[config.mk]
export PLATFORM = sky130hd
export DESIGN_NAME = serial_broadcast_ctrl
export DESIGN_NICKNAME = d
export VERILOG_FILES = /design/src/rtl/broadcast_pkg.sv /design/src/rtl/serial_shift_reg.sv /design/src/rtl/serial_broadcast_ctrl.sv
export SDC_FILE = /design/constraint.sdc
export NUM_CORES = 1
export LEC_CHECK = 0
export BUFFER_PORTS_ARGS = -buffer_cell sky130_fd_sc_hd__buf_2
export CORE_MARGIN = 2
export CORE_UTILIZATION = 60
export CTS_BUF_LIST = sky130_fd_sc_hd__clkbuf_8
export DETAILED_ROUTE_END_ITERATION = 12
export PLACE_DENSITY = 0.84
export SLEW_MARGIN = 20
export SYNTH_ARGS = -nofsm -noshare
export SYNTH_HDL_FRONTEND = slang
export SYNTH_SLANG_ARGS = --single-unit
[constraint.sdc]
create_clock -name clk -period 3.65 [get_ports clk]
set_input_delay 0.73 -clock clk [delete_from_list [all_inputs] [get_ports clk]]
set_output_delay 0.73 -clock clk [all_outputs]
set_load 0.005 [all_outputs]
[src/rtl/broadcast_pkg.sv]
// Shared types and constants for the serial broadcast line controller.
package broadcast_pkg;

    localparam int HDR_BITS  = 3;
    localparam int NUM_LINES = 4;

    typedef logic [1:0] lineAddrT;

    typedef enum logic [2:0] {
        IDLE,
        HDR,
        DATA,
        STOP,
        RECOVER
    } bcastStateT;

endpackage

[src/rtl/serial_shift_reg.sv]
// MSB-first serial-in shift register holding the frame payload.
module serial_shift_reg #(
    parameter int DATA_W = 4
) (
    input  logic              clk,
    input  logic              rst,
    input  logic              shiftEn,
    input  logic              serIn,
    output logic [DATA_W-1:0] q
);

    // Shift left so the first bit received ends up in the MSB.
    always_ff @(posedge clk) begin
        if (rst) begin
            q <= '0;
        end else if (shiftEn) begin
            q <= DATA_W'({q, serIn});
        end
    end

endmodule

[src/rtl/serial_broadcast_ctrl.sv]
// Serial frame receiver that loads one addressed line register, or all
// four on a broadcast frame, once a valid stop bit has been sampled.
//
// state   | meaning
// --------+-----------------------------------------------------------
// IDLE    | line idle high, waiting for a start bit (0)
// HDR     | capturing bcast, addr[1], addr[0]
// DATA    | shifting in DATA_W payload bits, MSB first
// STOP    | checking the stop bit; commit on 1, reject on 0
// RECOVER | rejected frame, waiting for the line to return high
module serial_broadcast_ctrl
    import broadcast_pkg::*;
#(
    parameter int DATA_W = 4
) (
    input  logic                 clk,
    input  logic                 rst,
    input  logic                 serIn,
    output logic [DATA_W-1:0]    L0,
    output logic [DATA_W-1:0]    L1,
    output logic [DATA_W-1:0]    L2,
    output logic [DATA_W-1:0]    L3,
    output logic [NUM_LINES-1:0] lineValid,
    output logic                 busy,
    output logic                 frameErr
);

    localparam int MAX_CNT = (DATA_W > HDR_BITS) ? DATA_W : HDR_BITS;
    localparam int CNT_W   = $clog2(MAX_CNT);

    bcastStateT          state;
    bcastStateT          stateNext;
    logic [CNT_W-1:0]    bitCnt;
    logic [CNT_W-1:0]    bitCntNext;
    logic                hdrEn;
    logic                shiftEn;
    logic                commit;
    logic                badStop;
    logic [HDR_BITS-1:0] hdrReg;
    logic [DATA_W-1:0]   payload;
    logic [DATA_W-1:0]   lineReg [NUM_LINES];
    logic                bcast;
    lineAddrT            addr;

    assign bcast = hdrReg[2];
    assign addr  = lineAddrT'(hdrReg[1:0]);

    assign L0 = lineReg[0];
    assign L1 = lineReg[1];
    assign L2 = lineReg[2];
    assign L3 = lineReg[3];

    serial_shift_reg #(
        .DATA_W (DATA_W)
    ) uShiftReg (
        .clk     (clk),
        .rst     (rst),
        .shiftEn (shiftEn),
        .serIn   (serIn),
        .q       (payload)
    );

    // State and bit down-counter registers.
    always_ff @(posedge clk) begin
        if (rst) begin
            state  <= IDLE;
            bitCnt <= '0;
        end else begin
            state  <= stateNext;
            bitCnt <= bitCntNext;
        end
    end

    // Next-state decode; the counter is loaded with (bits - 1) on entry to
    // HDR/DATA and the phase ends on its terminal count of zero.
    always_comb begin
        stateNext  = state;
        bitCntNext = bitCnt;
        hdrEn      = 1'b0;
        shiftEn    = 1'b0;
        commit     = 1'b0;
        badStop    = 1'b0;
        case (state)
            IDLE: begin
                if (!serIn) begin
                    stateNext  = HDR;
                    bitCntNext = CNT_W'(HDR_BITS - 1);
                end
            end
            HDR: begin
                hdrEn = 1'b1;
                if (bitCnt == '0) begin
                    stateNext  = DATA;
                    bitCntNext = CNT_W'(DATA_W - 1);
                end else begin
                    bitCntNext = bitCnt - 1'b1;
                end
            end
            DATA: begin
                shiftEn = 1'b1;
                if (bitCnt == '0) begin
                    stateNext = STOP;
                end else begin
                    bitCntNext = bitCnt - 1'b1;
                end
            end
            STOP: begin
                if (serIn) begin
                    commit    = 1'b1;
                    stateNext = IDLE;
                end else begin
                    badStop   = 1'b1;
                    stateNext = RECOVER;
                end
            end
            RECOVER: begin
                if (serIn) begin
                    stateNext = IDLE;
                end
            end
            default: begin
                stateNext = IDLE;
            end
        endcase
    end

    // Header capture, line registers and registered strobes/busy flag.
    always_ff @(posedge clk) begin
        if (rst) begin
            hdrReg    <= '0;
            lineValid <= '0;
            frameErr  <= 1'b0;
            busy      <= 1'b0;
            for (int i = 0; i < NUM_LINES; i++) begin
                lineReg[i] <= '0;
            end
        end else begin
            lineValid <= '0;
            frameErr  <= badStop;
            busy      <= (stateNext != IDLE);
            if (hdrEn) begin
                hdrReg <= {hdrReg[HDR_BITS-2:0], serIn};
            end
            if (commit) begin
                for (int i = 0; i < NUM_LINES; i++) begin
                    if (bcast || (addr == lineAddrT'(i))) begin
                        lineReg[i]   <= payload;
                        lineValid[i] <= 1'b1;
                    end
                end
            end
        end
    end

endmodule

==> flow_summary.ini, run 1 <==
[sta]
period_minus_slack_ns = 1.69
rsz0062_at_grt = false
slew_violations = 0
setup_viol = 0
timing.setup.tns_ns = 0
tightest_slew_ns = 0.494
setup_ws_ns = 1.96
hold_violations = 0
fin_worst_skew_ns = 0.00750
period_share_pct = 46.4
max_freq_ghz = 0.591
max-slew-margin-rel_pct = 67.0

[worst_hold_path]
holdCritPathClass = reg2reg

[finish]
fin_nets = 146
layout_commonest_cell = buf_2
area_delta_synth_final_pct = 13.3
mostFrequentLayoutCells = 24 x buf_2, 18 x dfxtp_1, 16 x and2_1, 16 x edfxtp_1
n_antenna_cell = 0
layout-drive-gt1-share_pct = 28.7
final_area_sq_um = 1670

[cts]
cts_sinks = 34
htree_num_levels = 2
cts_tree = yes
cts_resized = 0
cts_buffers = 5
cts_setup_buffers = 0
clk_pin_slew_ns = 0.06
cts_buffer_depth = 2
cts_hold_buffers = 0
insertion_delay_ns = 0.28
root_buffer = clkbuf_8

[route]
ant_nets = 0
drt-total-wl_mm = 2.33
avgViaCountPerCell = 5.43
dr.first_iter.drc_count = 11
drtPass1Iterations = 4
vias = 928
wl_per_cell_um = 13.6
route.detailed.drc = 0

[die]
fp.coreArea_sq_um = 2280
ios = 25
std_cell_rows = 17
die_x_um = 53.5
die-area_sq_um = 2860
die_y_um = 53.5
start_util_pct = 64.7

[worst_setup_path]
crit_fanout = 12
regToRegSetupSlack_ns = 1.96
worstPathRequired_ns = 3.59
startpoint_type = register
cp.arrival_ns = 1.63
worstSetupPathType = reg2reg
end_kind = register

[global_route]
grt_overflow = 0
grt_first_pass_wirelength_mm = 3.94
grt_max_degree = 22
grt_pass1_vias = 903
antenna_found_initial = 0
gr-usage-all-layers_pct = 20.3

[yosys]
ys_types = 34
netlist_area_sq_um = 1470
synthMuxAreaShare_pct = 4.76
syn_nets = 120
synth_edf_count = 16
yosys-top-cells-area = edfxtp_1 33%, dfxtp_1 24%, and2_1 6.8%, mux2i_1 4.8%, a211oi_4 2.7%
synth_xor_area_share_pct = 0
yosysWarnings = 0
synth_top_family_by_area = simple AND/OR/NAND/NOR gates
yosys.area_share.adder_pct = 1.53
synth_compound_area_share_pct = 7.99
synth_top_area_cell = edfxtp_1
syn-mean-instance-area_sq_um = 12.7
synth_top_area_share_pct = 32.7
async_flop_share_pct = 0
yosysSeqAreaShare_pct = 57.1
yosys.area_share.simple_pct = 24.3
yosys_register_bits = 34
netlist_instances = 116
synthFlopType = dfxtp_1

[placement]
numPortBuffers = 24
place_area_sq_um = 1590
finalWeightedCongestion = 0.745
dp_hpwl_mm = 1.69
pre_cts_ws_ns = 1.73

[power]
vdd_drop_max_v = 0.000399
p_per_area_nw_per_um2 = 489
p_leak_nw = 0.686

[outcome]
status = finished clean

[run]
drv_cap = 0
final timing paths:
| check | startpoint | endpoint | cells past startpoint |
|---|---|---|---|
| setup / recovery | state[0] | lineReg[3][0] | 2 |
| hold reg to reg | bitCnt[0] | bitCnt[0] | 2 |
| hold / removal | bitCnt[0] | bitCnt[0] | 2 |
| setup reg to reg | state[0] | lineReg[3][0] | 2 |
synth_stat cells, types with 3 or more instances:
library cell  instances
a21oi_1               4
and2_1               16
nor2_1                9
inv_1                 6
edfxtp_1             16
nand2b_1              3
nor3_1                3
mux2i_1               7
dfxtp_1              18
state kept, by name, indices dropped and copies added (netlist names):
signal,count
bitCnt,2
hdrReg,3
lineValid,4
state,3
lineReg,16
frameErr,1
uShiftReg.q,4
busy,1
final cells by class:
cell class                      count  area [sq um]
Sequential cell                    34           841
Multi-Input combinational cell     71           568
Inverter                            6          22.5
Timing Repair Buffer               24           120
Tap cell                           28          35.0
Clock buffer                        5          68.8
Fill cell                         157           609
Clock inverter                      3          11.3
per-layer routing:
| layer | GRT usage, % | vias up | wire, um |
|---|---|---|---|
| met5 | 0 | - | 0 |
| met4 | 10.3 | 0 | 56 |
| met3 | 7.63 | 8 | 138 |
| met2 | 34.6 | 33 | 1170 |
| met1 | 21.8 | 428 | 961 |
| li1 | - | 459 | - |
power breakdown:
part,internal [mW],switching [mW]
Combinational,0.0574,0.0610
Clock,0.127,0.119
Sequential,0.423,0.0279
metrics by stage:
stage          util (%)  total power [mW]  hold WS [ns]  instances
6_report           73.2             0.815         0.521        171
4_1_cts            73.2             0.827         0.528        171
3_5_place_dp       69.7             0.578         0.539        163
2_1_floorplan         -             0.553         0.479        116
3_3_place_gp       69.7             0.571         0.497        163
5_1_grt            73.2             0.855         0.563        171
logic make-up after synthesis:
group / Yosys count
adder cells (fa/ha/maj): 2
buffers and inverters: 11
AND/OR/NAND/NOR: 48
flip-flops: 34
multiplexers: 7
AO/OA/AOI/OAI: 14
worst max-delay path: stages (launching register included):
cell and delay, ns:
dfxtp_1 0.63, nand4b_4 0.30, o21bai_1 0.42
(Power assumes the default switching activity.)
==> run 2, diff against run 1 <==
--- a/config.mk
+++ b/config.mk
@@ -7,10 +7,10 @@
 export LEC_CHECK = 0
 export BUFFER_PORTS_ARGS = -buffer_cell sky130_fd_sc_hd__buf_2
 export CORE_MARGIN = 2
-export CORE_UTILIZATION = 60
+export CORE_UTILIZATION = 57
 export CTS_BUF_LIST = sky130_fd_sc_hd__clkbuf_8
 export DETAILED_ROUTE_END_ITERATION = 12
-export PLACE_DENSITY = 0.84
+export PLACE_DENSITY = 0.81
 export SLEW_MARGIN = 20
 export SYNTH_ARGS = -nofsm -noshare
 export SYNTH_HDL_FRONTEND = slang
==> constraint.sdc (replaced) <==
create_clock -name clk -period 1.65 [get_ports clk]
set_input_delay 0.33 -clock clk [delete_from_list [all_inputs] [get_ports clk]]
set_output_delay 0.33 -clock clk [all_outputs]
set_load 0.005 [all_outputs]
==> run 2 against run 1 <==
  * Global-route usage up 1.4 points
  * Clock power increased by 120%
  * Die area grew 4.9%
  * Sequential power rose by 120%
  * Via count is 1.1% lower
  * Sequential cell count unchanged
  * Setup slack worse by 1.8 ns
  * Final cell count increased by 3.5%
  * Sequential share of layout area is 0.97 points lower
  * Critical path depth up 3
  * Critical path type unchanged
  * Largest cell class unchanged
  * Largest power group unchanged
==> flow_summary.ini, run 2 (synthesis gave the netlist of run 1 again) <==
[outcome]
status = finished clean

[worst_hold_path]
holdCritPathClass = in2reg
hold_end = frameErr
hold_depth = 2
holdCritStartpoint = serIn

[route]
avgViaCountPerCell = 5.19
drtPass1Iterations = 4
wl_per_cell_um = 14.2
dr.first_iter.drc_count = 10
vias = 918
drt-total-wl_mm = 2.51
route.detailed.drc = 0
ant_nets = 0

[finish]
final_area_sq_um = 1700
layout_commonest_cell = buf_2
top_regs = lineReg: 16 flops, lineValid: 4 flops, uShiftReg.q: 4 flops
regArea_sq_um = 841
layout-drive-gt1-share_pct = 30.6
multi_input_comb_area_sq_um = 568
area_delta_synth_final_pct = 15.5
largest_reg_flops = 16
fillerInstances = 202
mostFrequentLayoutCells = 24 x buf_2, 18 x dfxtp_1, 16 x and2_1, 16 x edfxtp_1
top_register = lineReg
n_antenna_cell = 0
fin_nets = 150

[die]
std_cell_rows = 18
start_util_pct = 59.9
die_x_um = 54.8
die_y_um = 54.8
die-area_sq_um = 3000
fp.coreArea_sq_um = 2450
ios = 25

[sta]
hold_violations = 0
period_share_pct = 89.9
period_minus_slack_ns = 1.48
tightest_slew_ns = 0.394
max_freq_ghz = 0.674
setup_viol = 0
slew_violations = 0
fin_worst_skew_ns = 0.00462
timing.setup.tns_ns = 0
rsz0062_at_grt = false
max-slew-margin-rel_pct = 73.7

[cts]
root_buffer = clkbuf_8
htree_num_levels = 2
insertion_delay_ns = 0.28
cts_buffer_depth = 2
clk_pin_slew_ns = 0.06
cts_resized = 0
cts_buffers = 5
cts_hold_buffers = 0
cts_tree = yes
cts_setup_buffers = 0
cts_sinks = 34

[power]
p_leak_nw = 0.706
power_mw = 1.82
p_per_area_nw_per_um2 = 1070
vdd_drop_max_v = 0.000847

[global_route]
grt_pass1_vias = 887
grt_max_degree = 17
use_met2_pct = 36.5
grt_first_pass_wirelength_mm = 4.24
busiest_layer = met2
met3_usage_pct = 5.74
gr-usage-met1_pct = 24.0
antenna_found_initial = 0
gr-usage-all-layers_pct = 21.7
grt_overflow = 0

[placement]
place_area_sq_um = 1620
finalWeightedCongestion = 0.767
dp_hpwl_mm = 1.90
numPortBuffers = 24

[worst_setup_path]
crit_fanout = 6
end_kind = register
critPathLaunch = bitCnt[0]
worstSetupPathType = reg2reg
worstReg2RegEnd = bitCnt[0]
reg2regPathDepth = 5
regToRegSetupSlack_ns = 0.17
cp.arrival_ns = 1.65
worstPathRequired_ns = 1.82
startpoint_type = register
rr_startpoint = bitCnt[0]

[run]
drv_cap = 0
## run 2: metal layers
metal,wire length [um],vias up
met5,0,-
li1,-,465
met3,126,8
met4,67,0
met1,995,425
met2,1320,20
## run 2: layout make-up
class	instances	share of cell area (%)
clock buffer	5	4.05
clock inverter	3	0.663
inverter	6	1.33
multi-input combinational	71	33.4
sequential	34	49.5
tap	30	2.21
timing repair buffer	28	8.84
## run 2: through the flow
step / instances / setup WS [ns] / util, % / hold slack (ns)
CTS: 177 / 0.158 / 69.2 / 0.325
floorplan: 116 / 0.276 / - / 0.406
detailed placement: 169 / 0.125 / 66.0 / 0.534
global route: 177 / 0.0552 / 69.2 / 0.354
finish: 177 / 0.167 / 69.2 / 0.333
global placement: 169 / 0.185 / 66.0 / 0.493
## run 2: report_power, final
part	switching, mW	internal [mW]
sequential	0.0385	0.936
combinational	0.162	0.141
clock	0.265	0.280
## run 2: critical path, cell delays in order (launching register included)
cell and delay (ns):
dfxtp_1 0.34, inv_1 0.07, ha_1 0.26, maj3_1 0.39, nor4b_2 0.25, nor3_2 0.07
## run 2: worst max path at each step
stage,to,cells after the start,slack [ns]
floorplan,bitCnt[0],5,0.28
global placement,lineReg[0][0],3,0.19
detailed placement,lineReg[3][0],3,0.12
CTS,bitCnt[0],5,0.16
global route,lineReg[0][2],2,0.06
finish,bitCnt[0],5,0.17
==> run 3, diff against run 2 <==
--- a/config.mk
+++ b/config.mk
@@ -6,12 +6,12 @@
 export NUM_CORES = 1
 export LEC_CHECK = 0
 export BUFFER_PORTS_ARGS = -buffer_cell sky130_fd_sc_hd__buf_2
-export CORE_MARGIN = 2
-export CORE_UTILIZATION = 57
+export CORE_UTILIZATION = 56
 export CTS_BUF_LIST = sky130_fd_sc_hd__clkbuf_8
 export DETAILED_ROUTE_END_ITERATION = 12
-export PLACE_DENSITY = 0.81
+export PLACE_DENSITY = 0.8
 export SLEW_MARGIN = 20
 export SYNTH_ARGS = -nofsm -noshare
 export SYNTH_HDL_FRONTEND = slang
+export SYNTH_HIERARCHICAL = 1
 export SYNTH_SLANG_ARGS = --single-unit
==> run 3 against run 2 <==
  * Sequential cell count unchanged
  * Clock skew about the same
  * Via count increased by 4.9%
  * Final cell count decreased by 0.56%
  * Hold slack improved by 0.064 ns
  * Area after synthesis decreased by 5.4%
  * Register-to-register slack about the same
  * Routed wire length decreased by 8.4%
  * Non-clock buffer count decreased by 4
  * Design area decreased by 5.9%
  * Highest routed layer unchanged
==> flow_summary.ini, run 3 <==
[outcome]
status = finished clean

[finish]
largest_reg_flops = 16
multi_input_comb_area_sq_um = 507
top_register = lineReg
area_delta_synth_final_pct = 14.8
fin_nets = 151
mostFrequentLayoutCells = 30 x nor2_1, 24 x buf_2, 18 x dfxtp_1, 16 x edfxtp_1, 8 x mux2i_1
top_regs = lineReg: 16 flops, lineValid: 4 flops, uShiftReg/q: 4 flops
regArea_sq_um = 841
n_antenna_cell = 0
layout_commonest_cell = nor2_1
layout-drive-gt1-share_pct = 23.6
fillerInstances = 166

[die]
ios = 25
start_util_pct = 61.2
die_y_um = 51.9
fp.coreArea_sq_um = 2280
die-area_sq_um = 2690
std_cell_rows = 17
die_x_um = 51.9

[sta]
timing.setup.tns_ns = 0
period_minus_slack_ns = 1.48
hold_violations = 0
max_freq_ghz = 0.674
period_share_pct = 89.9
tightest_slew_ns = 0.446
setup_ws_ns = 0.166
slew_violations = 0
rsz0062_at_grt = false
setup_viol = 0
fin_worst_skew_ns = 0.00491
max-slew-margin-rel_pct = 70.3

[cts]
cts_resized = 0
htree_num_levels = 2
root_buffer = clkbuf_8
cts_hold_buffers = 0
clk_pin_slew_ns = 0.06
cts_setup_buffers = 0
cts_buffers = 5
cts_tree = yes
cts_buffer_depth = 2
cts_sinks = 34
insertion_delay_ns = 0.28

[global_route]
antenna_found_initial = 0
grt_overflow = 0
grt_first_pass_wirelength_mm = 3.90
grt_max_degree = 26
gr-usage-all-layers_pct = 21.2
grt_pass1_vias = 935

[yosys]
yosys-top-cells-area = edfxtp_1 35%, dfxtp_1 26%, nor2_1 8.1%, mux2i_1 5.8%, nand3b_1 2.7%
yosysMostFrequentCell = nor2_1
synth_top_area_share_pct = 34.5
yosysWarnings = 6
ys_types = 35
syn_nets = 126
synthFlopType = dfxtp_1
async_flop_share_pct = 0
netlist_area_sq_um = 1390
yosys_register_bits = 34
ys_top_cells_by_count = 30 x nor2_1, 18 x dfxtp_1, 16 x edfxtp_1
netlist_instances = 122
yosysSeqAreaShare_pct = 60.4
synth_top_area_cell = edfxtp_1
synth_edf_count = 16
syn-mean-instance-area_sq_um = 11.4

[run]
drv_cap = 0

[power]
pwr-share-seq_pct = 55.4
p_sw_share_pct = 24.9
p_per_area_nw_per_um2 = 1110
pwr-share-clk_pct = 31.3
internal_power_mw = 1.33
power_mw = 1.77
p_switching_mw = 0.440
combinationalPowerShare_pct = 13.2
vdd_drop_max_v = 0.000761
p_leak_nw = 0.664

[worst_setup_path]
slowest_delay_ns = 0.53
end_kind = register
endpoint = lineReg[2][3]
cp.arrival_ns = 1.46
cp_num_cells = 3
worst_path_max_delay_cell = dfxtp_1
critPathLaunch = state[1]
cp_cell_sequence = and4b_2, o21ai_2, nand2b_1
regToRegSetupSlack_ns = 0.17
worstReg2RegEnd = lineReg[2][3]
worstPathRequired_ns = 1.63
reg2regPathDepth = 3
worstSetupPathType = reg2reg
startpoint_type = register
critPathTopFamily = simple AND/OR/NAND/NOR gates
path_buf_inv = 0
rr_startpoint = state[1]
crit_fanout = 13

[route]
route.detailed.drc = 0
wl_per_cell_um = 13.1
vias = 963
avgViaCountPerCell = 5.47
dr.first_iter.drc_count = 16
drtPass1Iterations = 4
drt-total-wl_mm = 2.30
ant_nets = 0

[placement]
dp_hpwl_mm = 1.72
numPortBuffers = 24
pre_cts_ws_ns = 0.170
finalWeightedCongestion = 0.827

[worst_hold_path]
holdCritPathClass = in2reg
hold_depth = 3
run 3: worst min path at each step:
stage,start,to,slack [ns]
2_1_floorplan,rst,uShiftReg/q[0],0.40
3_3_place_gp,bitCnt[1],bitCnt[1],0.48
3_5_place_dp,bitCnt[1],bitCnt[1],0.49
4_1_cts,serIn,hdrReg[0],0.40
5_1_grt,serIn,uShiftReg/q[0],0.41
6_report,serIn,hdrReg[0],0.40
run 3: tightest hold or removal path: stages:
cell,delay [ns]
buf_2,0.15
mux2i_1,0.09
nor2_1,0.07
run 3: per-layer routing:
metal / up-vias / wire length, um / global-route usage [%]
met5: - / 0 / 0
met4: 0 / 48 / 13.5
met3: 7 / 154 / 9.94
met2: 35 / 1130 / 33.1
met1: 445 / 964 / 23.0
li1: 476 / - / -
run 3: final cells by class:
type                            count  share of cell area (%)
Clock buffer                        5                    4.30
Clock inverter                      3                   0.782
Inverter                            4                   0.939
Multi-Input combinational cell     78                    31.7
Sequential cell                    34                    52.6
Tap cell                           28                    2.19
Timing Repair Buffer               24                    7.51
run 3: power by group through the flow:
stage	Combinational (mW)	Sequential [mW]	Clock, mW
after floorplan	0.200	0.977	0
after global placement	0.227	0.995	0
after global routing	0.259	0.989	0.617
final	0.234	0.980	0.553
after CTS	0.235	0.980	0.564
after detailed placement	0.235	0.998	0
run 3: cell families (layout without fill, tap and decap cells):
| kind of cell | after synthesis | after routing | synth area share (%) |
|---|---|---|---|
| AO/OA/AOI/OAI | 15 | 15 | 8.27 |
| adder cells (fa/ha/maj) | 1 | 1 | 0.898 |
| buffers and inverters | 10 | 36 | 3.23 |
| flip-flops | 34 | 34 | 60.4 |
| multiplexers | 8 | 8 | 5.75 |
| AND/OR/NAND/NOR | 54 | 54 | 21.5 |
run 3: per-stage QoR:
step | cell area (sq um) | hold slack [ns] | util (%) | std cells
5_1_grt | 1600 | 0.414 | 70.3 | 176
6_report | 1600 | 0.397 | 70.3 | 176
3_3_place_gp | 1520 | 0.477 | 66.7 | 168
4_1_cts | 1600 | 0.399 | 70.3 | 176
3_5_place_dp | 1520 | 0.486 | 66.7 | 168
2_1_floorplan | 1390 | 0.402 | - | 122
